File: src/rtl/disk_responder.sv
// disk_responder: UART sector-transfer responder serving 512-byte sectors
// from a byte-wide synchronous sector memory.
module disk_responder #(
    parameter int SECTOR_BITS = 8,
    parameter int TIMEOUT     = 1000000
) (
    input  logic                   clk_i,
    input  logic                   rst_ni,
    input  logic                   rx_valid_i,
    input  logic [7:0]             rx_data_i,
    input  logic                   tx_ready_i,
    output logic                   tx_start_o,
    output logic [7:0]             tx_data_o,
    output logic [SECTOR_BITS+8:0] mem_addr_o,
    output logic                   mem_we_o,
    output logic [7:0]             mem_wdata_o,
    input  logic [7:0]             mem_rdata_i,
    output logic                   busy_o,
    output logic                   xfer_done_o,
    output logic                   xfer_write_o,
    output logic                   err_o
);
    typedef enum logic [2:0] {IDLE, ACK, FETCH, LOAD, SEND, RECV, BYE} state_e;
    localparam int TW = $clog2(TIMEOUT + 1);

    state_e                   state_q;
    logic [1:0]               cnt_q;
    logic [23:0]              req_q;
    logic [SECTOR_BITS-1:0]   sector_q;
    logic                     ok_q;
    logic                     wr_q;
    logic [8:0]               idx_q;
    logic [TW-1:0]            tmo_q;
    logic [7:0]               tx_data_q;
    logic [SECTOR_BITS+8:0]   mem_addr_q;
    logic                     mem_we_q;
    logic [7:0]               mem_wdata_q;
    logic                     done_q;
    logic                     err_q;
    logic [31:0]              req_d;
    logic                     req_ok_d;
    logic                     tmo_run_d;
    logic                     tmo_hit_d;

    always_comb begin
        req_d     = {rx_data_i, req_q};
        req_ok_d  = req_d[30] && (req_d[29:SECTOR_BITS] == '0);
        tmo_run_d = (state_q == IDLE && cnt_q != 2'd0) || state_q == RECV || state_q == BYE;
        tmo_hit_d = tmo_run_d && !rx_valid_i && tmo_q == TW'(TIMEOUT - 1);
    end

    assign tx_start_o   = (state_q == ACK || state_q == SEND) && tx_ready_i;
    assign tx_data_o    = tx_data_q;
    assign mem_addr_o   = mem_addr_q;
    assign mem_we_o     = mem_we_q;
    assign mem_wdata_o  = mem_wdata_q;
    assign busy_o       = state_q != IDLE;
    assign xfer_done_o  = done_q;
    assign xfer_write_o = wr_q;
    assign err_o        = err_q;

    always_ff @(posedge clk_i or negedge rst_ni) begin
        if (!rst_ni) begin
            state_q     <= IDLE;
            cnt_q       <= '0;
            req_q       <= '0;
            sector_q    <= '0;
            ok_q        <= 1'b0;
            wr_q        <= 1'b0;
            idx_q       <= '0;
            tmo_q       <= '0;
            tx_data_q   <= '0;
            mem_addr_q  <= '0;
            mem_we_q    <= 1'b0;
            mem_wdata_q <= '0;
            done_q      <= 1'b0;
            err_q       <= 1'b0;
        end else begin
            mem_we_q <= 1'b0;
            done_q   <= 1'b0;
            err_q    <= 1'b0;
            // Every state change happens on rx_valid, from a non-counting state, or on timeout.
            tmo_q    <= (rx_valid_i || !tmo_run_d) ? '0 : tmo_q + TW'(1);
            if (tmo_hit_d) begin
                state_q <= IDLE;
                cnt_q   <= '0;
                err_q   <= 1'b1;
                tmo_q   <= '0;
            end else begin
                case (state_q)
                    IDLE: if (rx_valid_i) begin
                        cnt_q <= cnt_q + 2'd1;
                        if (cnt_q != 2'd3) begin
                            req_q[{cnt_q, 3'b000} +: 8] <= rx_data_i;
                        end else begin
                            state_q   <= ACK;
                            sector_q  <= req_d[SECTOR_BITS-1:0];
                            wr_q      <= req_d[31];
                            ok_q      <= req_ok_d;
                            tx_data_q <= {8{req_ok_d}};
                        end
                    end
                    ACK: if (tx_ready_i) begin
                        idx_q   <= '0;
                        state_q <= !ok_q ? IDLE : wr_q ? RECV : FETCH;
                        if (ok_q && !wr_q) mem_addr_q <= {sector_q, 9'd0};
                    end
                    FETCH: state_q <= LOAD;
                    LOAD: begin
                        tx_data_q <= mem_rdata_i;
                        state_q   <= SEND;
                    end
                    SEND: if (tx_ready_i) begin
                        state_q    <= &idx_q ? BYE : FETCH;
                        idx_q      <= idx_q + 9'd1;
                        mem_addr_q <= {sector_q, idx_q + 9'd1};
                    end
                    RECV: if (rx_valid_i) begin
                        mem_we_q    <= 1'b1;
                        mem_wdata_q <= rx_data_i;
                        mem_addr_q  <= {sector_q, idx_q};
                        idx_q       <= idx_q + 9'd1;
                        state_q     <= &idx_q ? BYE : RECV;
                    end
                    BYE: if (rx_valid_i) begin
                        done_q  <= rx_data_i == 8'hff;
                        err_q   <= rx_data_i != 8'hff;
                        state_q <= IDLE;
                    end
                    default: state_q <= IDLE;
                endcase
            end
        end
    end
endmodule

File: config.mk
export PLATFORM = sky130hd
export DESIGN_NAME = disk_responder
export DESIGN_NICKNAME = d
export VERILOG_FILES = /design/src/rtl/disk_responder.sv
export SDC_FILE = /design/constraint.sdc
export NUM_CORES = 1
export LEC_CHECK = 0
export CORE_MARGIN = 2
export CORE_UTILIZATION = 50
export DETAILED_ROUTE_END_ITERATION = 8
export HOLD_SLACK_MARGIN = 0.12
export PLACE_DENSITY_LB_ADDON = 0.3
export SLEW_MARGIN = 15
export SYNTH_ARGS = -nofsm -noshare
export SYNTH_HDL_FRONTEND = slang
export SYNTH_SLANG_ARGS = --single-unit
File: constraint.sdc
create_clock -name clk_i -period 2.2 [get_ports clk_i]
set_input_delay 0.33 -clock clk_i [delete_from_list [all_inputs] [get_ports clk_i]]
set_output_delay 0.33 -clock clk_i [all_outputs]
set_load 0.01 [all_outputs]
==> impl_metrics.env, run 1 <==
export IMPL_die_w_um=103.7
export IMPL_synth_edf_count=0
export IMPL_drive_gt1_frac=0.1572
export IMPL_path_max_fanout=5
export IMPL_clk_path_buf_depth=2
export IMPL_path_cells="ha_1, nand2_1, or4_1, or4_4, a21oi_2"
export IMPL_layout_nets=603
export IMPL_grt_max_degree=105
export IMPL_r2r_slack_ns=0.13
export IMPL_max_cap_viol_count=0
export IMPL_synth_cell_types=54
export IMPL_grt_ovfl_total=0
export IMPL_intPower_uw=3770
export IMPL_combinationalPowerShare=0.360
export IMPL_cts_root_buf="clkbuf_8"
export IMPL_vdd_drop_max_mv=0.4452
export IMPL_slew_violations=0
export IMPL_placementRows=36
export IMPL_max_stage_delay_ns=0.60
export IMPL_path_class="reg2reg"
export IMPL_syn_area_per_cell_um2=10.11
export IMPL_swShare=0.3447
export IMPL_antenna_found_initial=0
export IMPL_clockPowerShare=0.189
export IMPL_async_flop_share=1.000
export IMPL_yosys_warnings=0
export IMPL_cp_end_kind="flip-flop"
export IMPL_fin_crit_sh=0.9430
export IMPL_die_area_um2=10760
export IMPL_fin_setup_tns_ns=0
export IMPL_ys_seq_elements=104
export IMPL_dp_hpwl_um=7386
export IMPL_ys_seq_area_frac=0.5233
export IMPL_synth_nets=520
export IMPL_numCtsBuffers=9
export IMPL_seq_power_share=0.450
export IMPL_p_sw_uw=1983
export IMPL_setup_viol_count_final=0
export IMPL_drt_wl_total_um=10430
export IMPL_relSlewSlack=0.6148
export IMPL_viasPerCell=5.496
export IMPL_timing_hold_violations_final=0
export IMPL_hold_class="reg2reg"
export IMPL_place_congestion=0.8473
export IMPL_status="complete, no violations"
export IMPL_postCtsSetupBuffers=0
export IMPL_layout_min_cycle_time_ns=2.075
export IMPL_drt_wirelength_per_cell_um=14.65
export IMPL_total_power_uw=5754
export IMPL_port_buffers=58
export IMPL_grt_usage=0.2031
export IMPL_vias=3913
export IMPL_arrival_ns=2.38
export IMPL_clock_sinks=104
export IMPL_cts_tree="done"
export IMPL_diodes=0
export IMPL_first_pass_iters=6
export IMPL_grt_pass1_vias=3787
export IMPL_antenna_left=0
export IMPL_rsz0062_at_grt="no"
export IMPL_syn_area_um2=4974
export IMPL_ys_dominant_reg_cell="dfrtp_1"
export IMPL_area_growth_pct=22.59
export IMPL_drc=0
export IMPL_worstSetupStartpointType="flip-flop"
export IMPL_h_tree_depth=3
export IMPL_crit_path_top_delay_cell="or4_1"
export IMPL_ff_latch_area_um2=2604
export IMPL_drtIter0Drc=166
export IMPL_core_area_um2=9729
export IMPL_worst_slew_pin_slew_ns=0.5778
export IMPL_required_ns=2.50
export IMPL_fmax_ghz=0.4820
export IMPL_grt_first_pass_wirelength_um=18240
export IMPL_power_per_cell_area_nw_per_um2=943.7
export IMPL_insertion_delay_ns=0.36
export IMPL_start_util=0.5112
export IMPL_multi_input_area_um2=2195
export IMPL_syn_inst=492
export IMPL_leakagePower_uw=0.002619
export IMPL_clk_pin_slew_ns=0.10
export IMPL_ios=59
export IMPL_finClkSkew_ns=0.01591
export IMPL_fillers=827
export IMPL_die_h_um=103.7
metal layers:
| metal | global-route usage | up-vias | routed length (um) |
|---|---|---|---|
| met5 | 0 | - | 0 |
| met4 | 0.05985 | 0 | 82 |
| met3 | 0.03147 | 10 | 446 |
| met2 | 0.3269 | 83 | 5060 |
| met1 | 0.2873 | 1908 | 4840 |
| li1 | - | 1912 | - |
power groups by stage:
stage | Combinational, uW | Clock (uW) | Sequential [uW]
floorplan | 1180 | 0 | 2620
global placement | 2000 | 0 | 2610
detailed placement | 2070 | 0 | 2630
CTS | 2090 | 1120 | 2590
global route | 2320 | 1170 | 2660
finish | 2070 | 1090 | 2590
critical path, delay by kind of cell (launching register included):
kind	cells	cell delay (ns)
compound gates	1	0.14
fa+ha+maj	1	0.25
simple gates	3	1.20
flops	1	0.43
synth_stat cells (5+ instances only):
cell type / instances / area share
buf_2: 6 / 0.0060
mux2_2: 30 / 0.068
nand4b_1: 12 / 0.021
xor2_1: 6 / 0.011
o21ai_0: 38 / 0.038
or4_1: 6 / 0.0091
nand4_1: 6 / 0.0075
or3_1: 5 / 0.0063
ha_1: 8 / 0.020
xnor2_1: 14 / 0.025
clkbuf_1: 14 / 0.011
nor2_1: 31 / 0.023
dfrtp_1: 104 / 0.52
o22ai_1: 5 / 0.0063
a31oi_1: 9 / 0.011
nor3_1: 11 / 0.011
inv_1: 17 / 0.013
o211ai_1: 5 / 0.0075
nor4_1: 6 / 0.0075
nand2_1: 75 / 0.057
nand3_1: 15 / 0.015
nor2b_1: 5 / 0.0063
a21oi_1: 13 / 0.013
placed cells by master, fill, tap and decap left out, types with 8 or more instances in the layout:
| cell | count |
|---|---|
| a21oi_1 | 13 |
| a31oi_1 | 9 |
| buf_4 | 36 |
| clkbuf_8 | 9 |
| clkdlybuf4s50_1 | 56 |
| dfrtp_1 | 103 |
| ha_1 | 8 |
| inv_1 | 17 |
| mux2_2 | 30 |
| nand2_1 | 75 |
| nand3_1 | 15 |
| nand4b_1 | 12 |
| nor2_1 | 31 |
| nor3_1 | 11 |
| o21ai_0 | 38 |
| xnor2_1 | 14 |
repair_timing:
action / CTS / global route
hold buffers: 1 / 0
hold endpoints to repair: 104 / 0
resized for setup: 1 / 3
endpoints found under the setup margin: 1 / 1
cells by family after synthesis:
logic type	count (synthesis)	synth area share
AO/OA/AOI/OAI	91	0.1127
adder cells (fa/ha/maj)	8	0.02013
XOR/XNOR	20	0.03522
AND/OR/NAND/NOR	194	0.1992
buffers and inverters	42	0.03547
multiplexers	33	0.07396
flip-flops	104	0.5233
path summary, 6_finish.rpt:
| path | startpoint | end | depth (start not counted) |
|---|---|---|---|
| max | tmo_q[0] | tmo_q[18] | 5 |
| min | req_q[19] | req_q[19] | 2 |
| max reg2reg | tmo_q[0] | tmo_q[18] | 5 |
| min reg2reg | req_q[19] | req_q[19] | 2 |
| max in group asynchronous | rst_ni | state_q[1] | 3 |
| min in group asynchronous | rst_ni | tmo_q[13] | 3 |
metrics by stage:
step                      cell area (um^2)  hold WS (ns)    util  std cells  worst slack (ns)
after detailed placement              5899        0.4387  0.6064        696           0.05256
after global placement                5899        0.4386  0.6064        696           0.07630
final                                 6097        0.4913  0.6267        712            0.1254
after global routing                  6097        0.5254  0.6267        712          0.001816
after floorplan                       4974       0.03441       -        492            0.1708
after CTS                             6090        0.4950  0.6259        712           0.03974
cell type report:
class / count / area share
clock buffer: 9 / 0.02032
clock inverter: 6 / 0.008619
inverter: 18 / 0.01108
multi-input combinational: 346 / 0.3599
sequential: 104 / 0.4270
tap: 133 / 0.02729
timing repair buffer: 96 / 0.1457
registers in the layout, summed over array words and instances, names as in the netlist, 2 cells and up:
name	cells
tmo_q	20
sector_q	8
mem_addr_o	17
mem_wdata_o	8
cnt_q	2
idx_q	9
tx_data_o	8
state_q	3
req_q	24
Note: power is estimated with default switching activity, not from simulation.
==> run 2, diff against run 1 <==
CTS_CLUSTER_DIAMETER = 120   (was unset)
SKIP_CTS_REPAIR_TIMING = 1   (was unset)
==> run 2 against run 1 <==
Against the previous run:
- clock skew unchanged
- combinational power barely moved
- die area did not move
- non-clock buffer count did not move
- hold slack stayed put
- utilization unchanged
- critical path depth is the same
- power about the same
- sequential power about the same
- largest power group unchanged
==> impl_metrics.env, run 2 (synthesis gave the netlist of run 1 again) <==
export IMPL_leakagePower_uw=0.002619
export IMPL_antenna_found_initial=0
export IMPL_clk_pin_slew_ns=0.10
export IMPL_grt_usage=0.2030
export IMPL_grt_max_degree=105
export IMPL_rsz0062_at_grt="no"
export IMPL_port_buffers=58
export IMPL_placementRows=36
export IMPL_crit_path_top_delay_cell="or4_1"
export IMPL_grt_pass1_vias=3781
export IMPL_area_growth_pct=22.59
export IMPL_setup_viol_count_final=0
export IMPL_top_register="req_q"
export IMPL_dp_cells=696
export IMPL_grt_ovfl_total=0
export IMPL_drc=0
export IMPL_fin_setup_tns_ns=0
export IMPL_finClkSkew_ns=0.01591
export IMPL_worst_path_buf_inv=0
export IMPL_antenna_left=0
export IMPL_path_max_fanout=5
export IMPL_vdd_drop_max_mv=0.4452
export IMPL_path_cells="ha_1, nand2_1, or4_1, or4_4, a21oi_2"
export IMPL_fin_hold_ws_ns=0.4913
export IMPL_hold_class="reg2reg"
export IMPL_required_ns=2.50
export IMPL_utilization=0.6267
export IMPL_insertion_delay_ns=0.36
export IMPL_h_tree_depth=3
export IMPL_ios=59
export IMPL_cp_end_kind="flip-flop"
export IMPL_die_h_um=103.7
export IMPL_drtIter0Drc=166
export IMPL_arrival_ns=2.38
export IMPL_layout_nets=603
export IMPL_max_stage_delay_ns=0.60
export IMPL_die_area_um2=10760
export IMPL_clk_path_buf_depth=2
export IMPL_fmax_ghz=0.4820
export IMPL_path_class="reg2reg"
export IMPL_clock_sinks=104
export IMPL_layout_min_cycle_time_ns=2.075
export IMPL_stdcell_count=712
export IMPL_cts_root_buf="clkbuf_8"
export IMPL_layout_common_cells="103 x dfrtp_1, 75 x nand2_1, 56 x clkdlybuf4s50_1"
export IMPL_drive_gt1_frac=0.1572
export IMPL_relSlewSlack=0.6148
export IMPL_dp_hpwl_um=7386
export IMPL_cts_tree="done"
export IMPL_viasPerCell=5.496
export IMPL_timing_hold_violations_final=0
export IMPL_status="complete, no violations"
export IMPL_die_w_um=103.7
export IMPL_start_util=0.5112
export IMPL_power_per_cell_area_nw_per_um2=943.7
export IMPL_final_common_cell="dfrtp_1"
export IMPL_drt_wirelength_per_cell_um=14.65
export IMPL_grt_first_pass_wirelength_um=18230
export IMPL_core_area_um2=9729
export IMPL_fin_crit_sh=0.9430
export IMPL_vias=3913
export IMPL_largest_register_ffs=24
export IMPL_worstSetupStartpointType="flip-flop"
export IMPL_design_area_um2=6097
export IMPL_diodes=0
export IMPL_worst_slew_pin_slew_ns=0.5777
export IMPL_first_pass_iters=6
export IMPL_cp_top_family="simple AND/OR/NAND/NOR gates"
export IMPL_place_congestion=0.8473
export IMPL_numCtsBuffers=9
export IMPL_max_cap_viol_count=0
export IMPL_slew_violations=0
export IMPL_drt_wl_total_um=10430
export IMPL_fillers=828
export IMPL_place_area_um2=5899
## run 2: cell counts in the layout (fill, tap and decap cells not counted)
Identical to the previous run, type by type.
## run 2: worst min-delay path, stage by stage (launching register included)
cell	delay, ns
dfrtp_1	0.35
nand2_1	0.05
o21ai_0	0.06
## run 2: power by group
part / switching [uW] / internal, uW
clock network: 667 / 423
registers: 271 / 2320
logic: 1050 / 1030
total: 1980 / 3770
## run 2: cell type report
type	count	area, um^2	share of cell area
Tap cell	133	166.4	0.02729
Clock buffer	9	123.9	0.02032
Sequential cell	104	2604	0.4270
Clock inverter	6	52.55	0.008619
Multi-Input combinational cell	346	2195	0.3599
Inverter	18	67.56	0.01108
Timing Repair Buffer	96	888.4	0.1457
## run 2: worst paths after layout
kind,from,end,slack [ns],cells after the start
max in group asynchronous,rst_ni,state_q[1],1.17,3
setup / recovery,tmo_q[0],tmo_q[18],0.13,5
min in group asynchronous,rst_ni,tmo_q[13],0.53,3
setup reg to reg,tmo_q[0],tmo_q[18],0.13,5
hold / removal,req_q[19],req_q[19],0.49,2
hold reg to reg,req_q[19],req_q[19],0.49,2
## run 2: per-layer routing
metal | track usage | part of all wire | up-vias
met5 | 0 | 0 | -
met4 | 0.05985 | 0.0079 | 0
met3 | 0.03147 | 0.043 | 10
met2 | 0.3264 | 0.49 | 83
met1 | 0.2873 | 0.46 | 1908
li1 | - | - | 1912
## run 2: metrics by stage
step                total power (uW)  setup slack (ns)
global placement                4613           0.07630
CTS                             5790         -0.002813
floorplan                       3799            0.1708
detailed placement              4700           0.05256
global route                    6154          0.001816
finish                          5754            0.1254
==> run 3, diff against run 2 <==
PLACE_DENSITY = 0.73   (was unset)
PLACE_DENSITY_LB_ADDON = unset   (was 0.3)
RECOVER_POWER = 50   (was unset)
==> run 3 against run 2 <==
Against the previous run:
- sequential share of layout area shrank 0.37 points
- largest power group unchanged
- routed wire length grew 3.7%
- first-iteration DRC count grew 48%
- highest routed layer unchanged
==> impl_metrics.env, run 3 (synthesis gave the netlist of run 1 again) <==
export IMPL_relSlewSlack=0.3436
export IMPL_r2r_end="state_q[2]"
export IMPL_first_pass_iters=5
export IMPL_numCtsBuffers=9
export IMPL_place_ws_ns=-0.02641
export IMPL_slew_violations=0
export IMPL_status="complete, no violations"
export IMPL_clk_pin_slew_ns=0.10
export IMPL_grt_usage=0.2037
export IMPL_cp_end_kind="output pin"
export IMPL_viasPerCell=5.526
export IMPL_arrival_ns=1.86
export IMPL_drt_wirelength_per_cell_um=15.08
export IMPL_rr_startpoint="idx_q[0]"
export IMPL_drc=0
export IMPL_placementRows=36
export IMPL_start_util=0.5112
export IMPL_vias=3962
export IMPL_diodes=0
export IMPL_layout_common_cells="103 x dfrtp_1, 75 x nand2_1, 57 x clkdlybuf4s50_1"
export IMPL_core_area_um2=9729
export IMPL_port_buffers=58
export IMPL_finClkSkew_ns=0.01153
export IMPL_hold_depth=2
export IMPL_min_from="req_q[20]"
export IMPL_die_w_um=103.7
export IMPL_design_area_um2=6151
export IMPL_dp_hpwl_um=7668
export IMPL_clock_sinks=104
export IMPL_die_area_um2=10760
export IMPL_drtIter0Drc=246
export IMPL_antenna_left=0
export IMPL_ios=59
export IMPL_grt_pass1_vias=3687
export IMPL_required_ns=1.87
export IMPL_vdd_drop_max_mv=0.5225
export IMPL_grt_first_pass_wirelength_um=18070
export IMPL_worstSetupStartpointType="input port"
export IMPL_grt_ovfl_total=0
export IMPL_area_growth_pct=23.67
export IMPL_die_h_um=103.7
export IMPL_path_class="in2out"
export IMPL_fmax_ghz=0.4570
export IMPL_leakagePower_uw=0.002638
export IMPL_place_area_um2=5899
export IMPL_cts_root_buf="clkbuf_8"
export IMPL_drive_gt1_frac=0.1695
export IMPL_cts_tree="done"
export IMPL_r2r_slack_ns=0.09
export IMPL_hold_class="reg2reg"
export IMPL_r2r_cells=8
export IMPL_grt_max_degree=62
export IMPL_top_register="req_q"
export IMPL_worst_slew_pin_slew_ns=0.9846
export IMPL_clk_path_buf_depth=2
export IMPL_setup_viol_count_final=0
export IMPL_timing_hold_violations_final=0
export IMPL_antenna_found_initial=0
export IMPL_power_per_cell_area_nw_per_um2=955.2
export IMPL_h_tree_depth=3
export IMPL_insertion_delay_ns=0.37
export IMPL_path_max_fanout=3
export IMPL_fin_crit_sh=0.9946
export IMPL_fillers=832
export IMPL_largest_register_ffs=24
export IMPL_final_common_cell="dfrtp_1"
export IMPL_max_cap_viol_count=0
export IMPL_place_congestion=0.8226
export IMPL_layout_min_cycle_time_ns=2.188
export IMPL_layout_nets=607
export IMPL_drt_wl_total_um=10810
export IMPL_finalWorstSetupSlack_ns=0.01190
export IMPL_whs_endpoint="req_q[20]"
export IMPL_fin_setup_tns_ns=0
==> run 3: layout make-up <==
class | instances | area [um^2] | share of cell area
clock buffer | 10 | 137.6 | 0.02238
clock inverter | 6 | 61.31 | 0.009967
inverter | 18 | 67.56 | 0.01098
multi-input combinational | 346 | 2213 | 0.3598
sequential | 104 | 2604 | 0.4233
tap | 133 | 166.4 | 0.02705
timing repair buffer | 100 | 900.9 | 0.1465
==> run 3: worst max-delay path, cell delays in order <==
cell	delay, ns
clkdlybuf4s50_1	0.56
inv_1	0.12
nor3_2	0.26
clkdlybuf4s50_1	0.59
==> run 3: layer usage <==
metal | vias up | part of all wire | routed length, um | global-route usage
met4 | 0 | 0.015 | 162 | 0.07336
met1 | 1924 | 0.46 | 5018 | 0.2983
li1 | 1914 | - | - | -
met2 | 108 | 0.48 | 5202 | 0.3122
met3 | 16 | 0.040 | 430 | 0.02832
met5 | - | 0 | 0 | 0
==> run 3: report_power, final <==
part	switching, uW	internal (uW)
sequential	278	2320
combinational	1070	1030
clock	710	471
total	2060	3820
==> run 3: worst max-delay path by stage <==
| stage | end | cells past startpoint | from | slack [ns] |
|---|---|---|---|---|
| after global placement | tx_start_o | 4 | tx_ready_i | -0.009 |
| after detailed placement | tx_start_o | 4 | tx_ready_i | -0.03 |
| after CTS | tx_start_o | 3 | state_q[2] | -0.23 |
| after floorplan | mem_addr_o[12] | 7 | state_q[0] | 0.17 |
| final | tx_start_o | 4 | tx_ready_i | 0.01 |
| after global routing | busy_o | 4 | state_q[2] | -0.006 |
==> run 3: per-stage QoR <==
step / hold WS, ns / power (uW) / utilization / cells
global route: 0.5063 / 6270 / 0.6322 / 717
finish: 0.4988 / 5875 / 0.6322 / 717
detailed placement: 0.2218 / 4694 / 0.6064 / 696
floorplan: 0.03441 / 3799 / - / 492
CTS: -0.1824 / 5868 / 0.6268 / 712
global placement: 0.2210 / 4613 / 0.6064 / 696
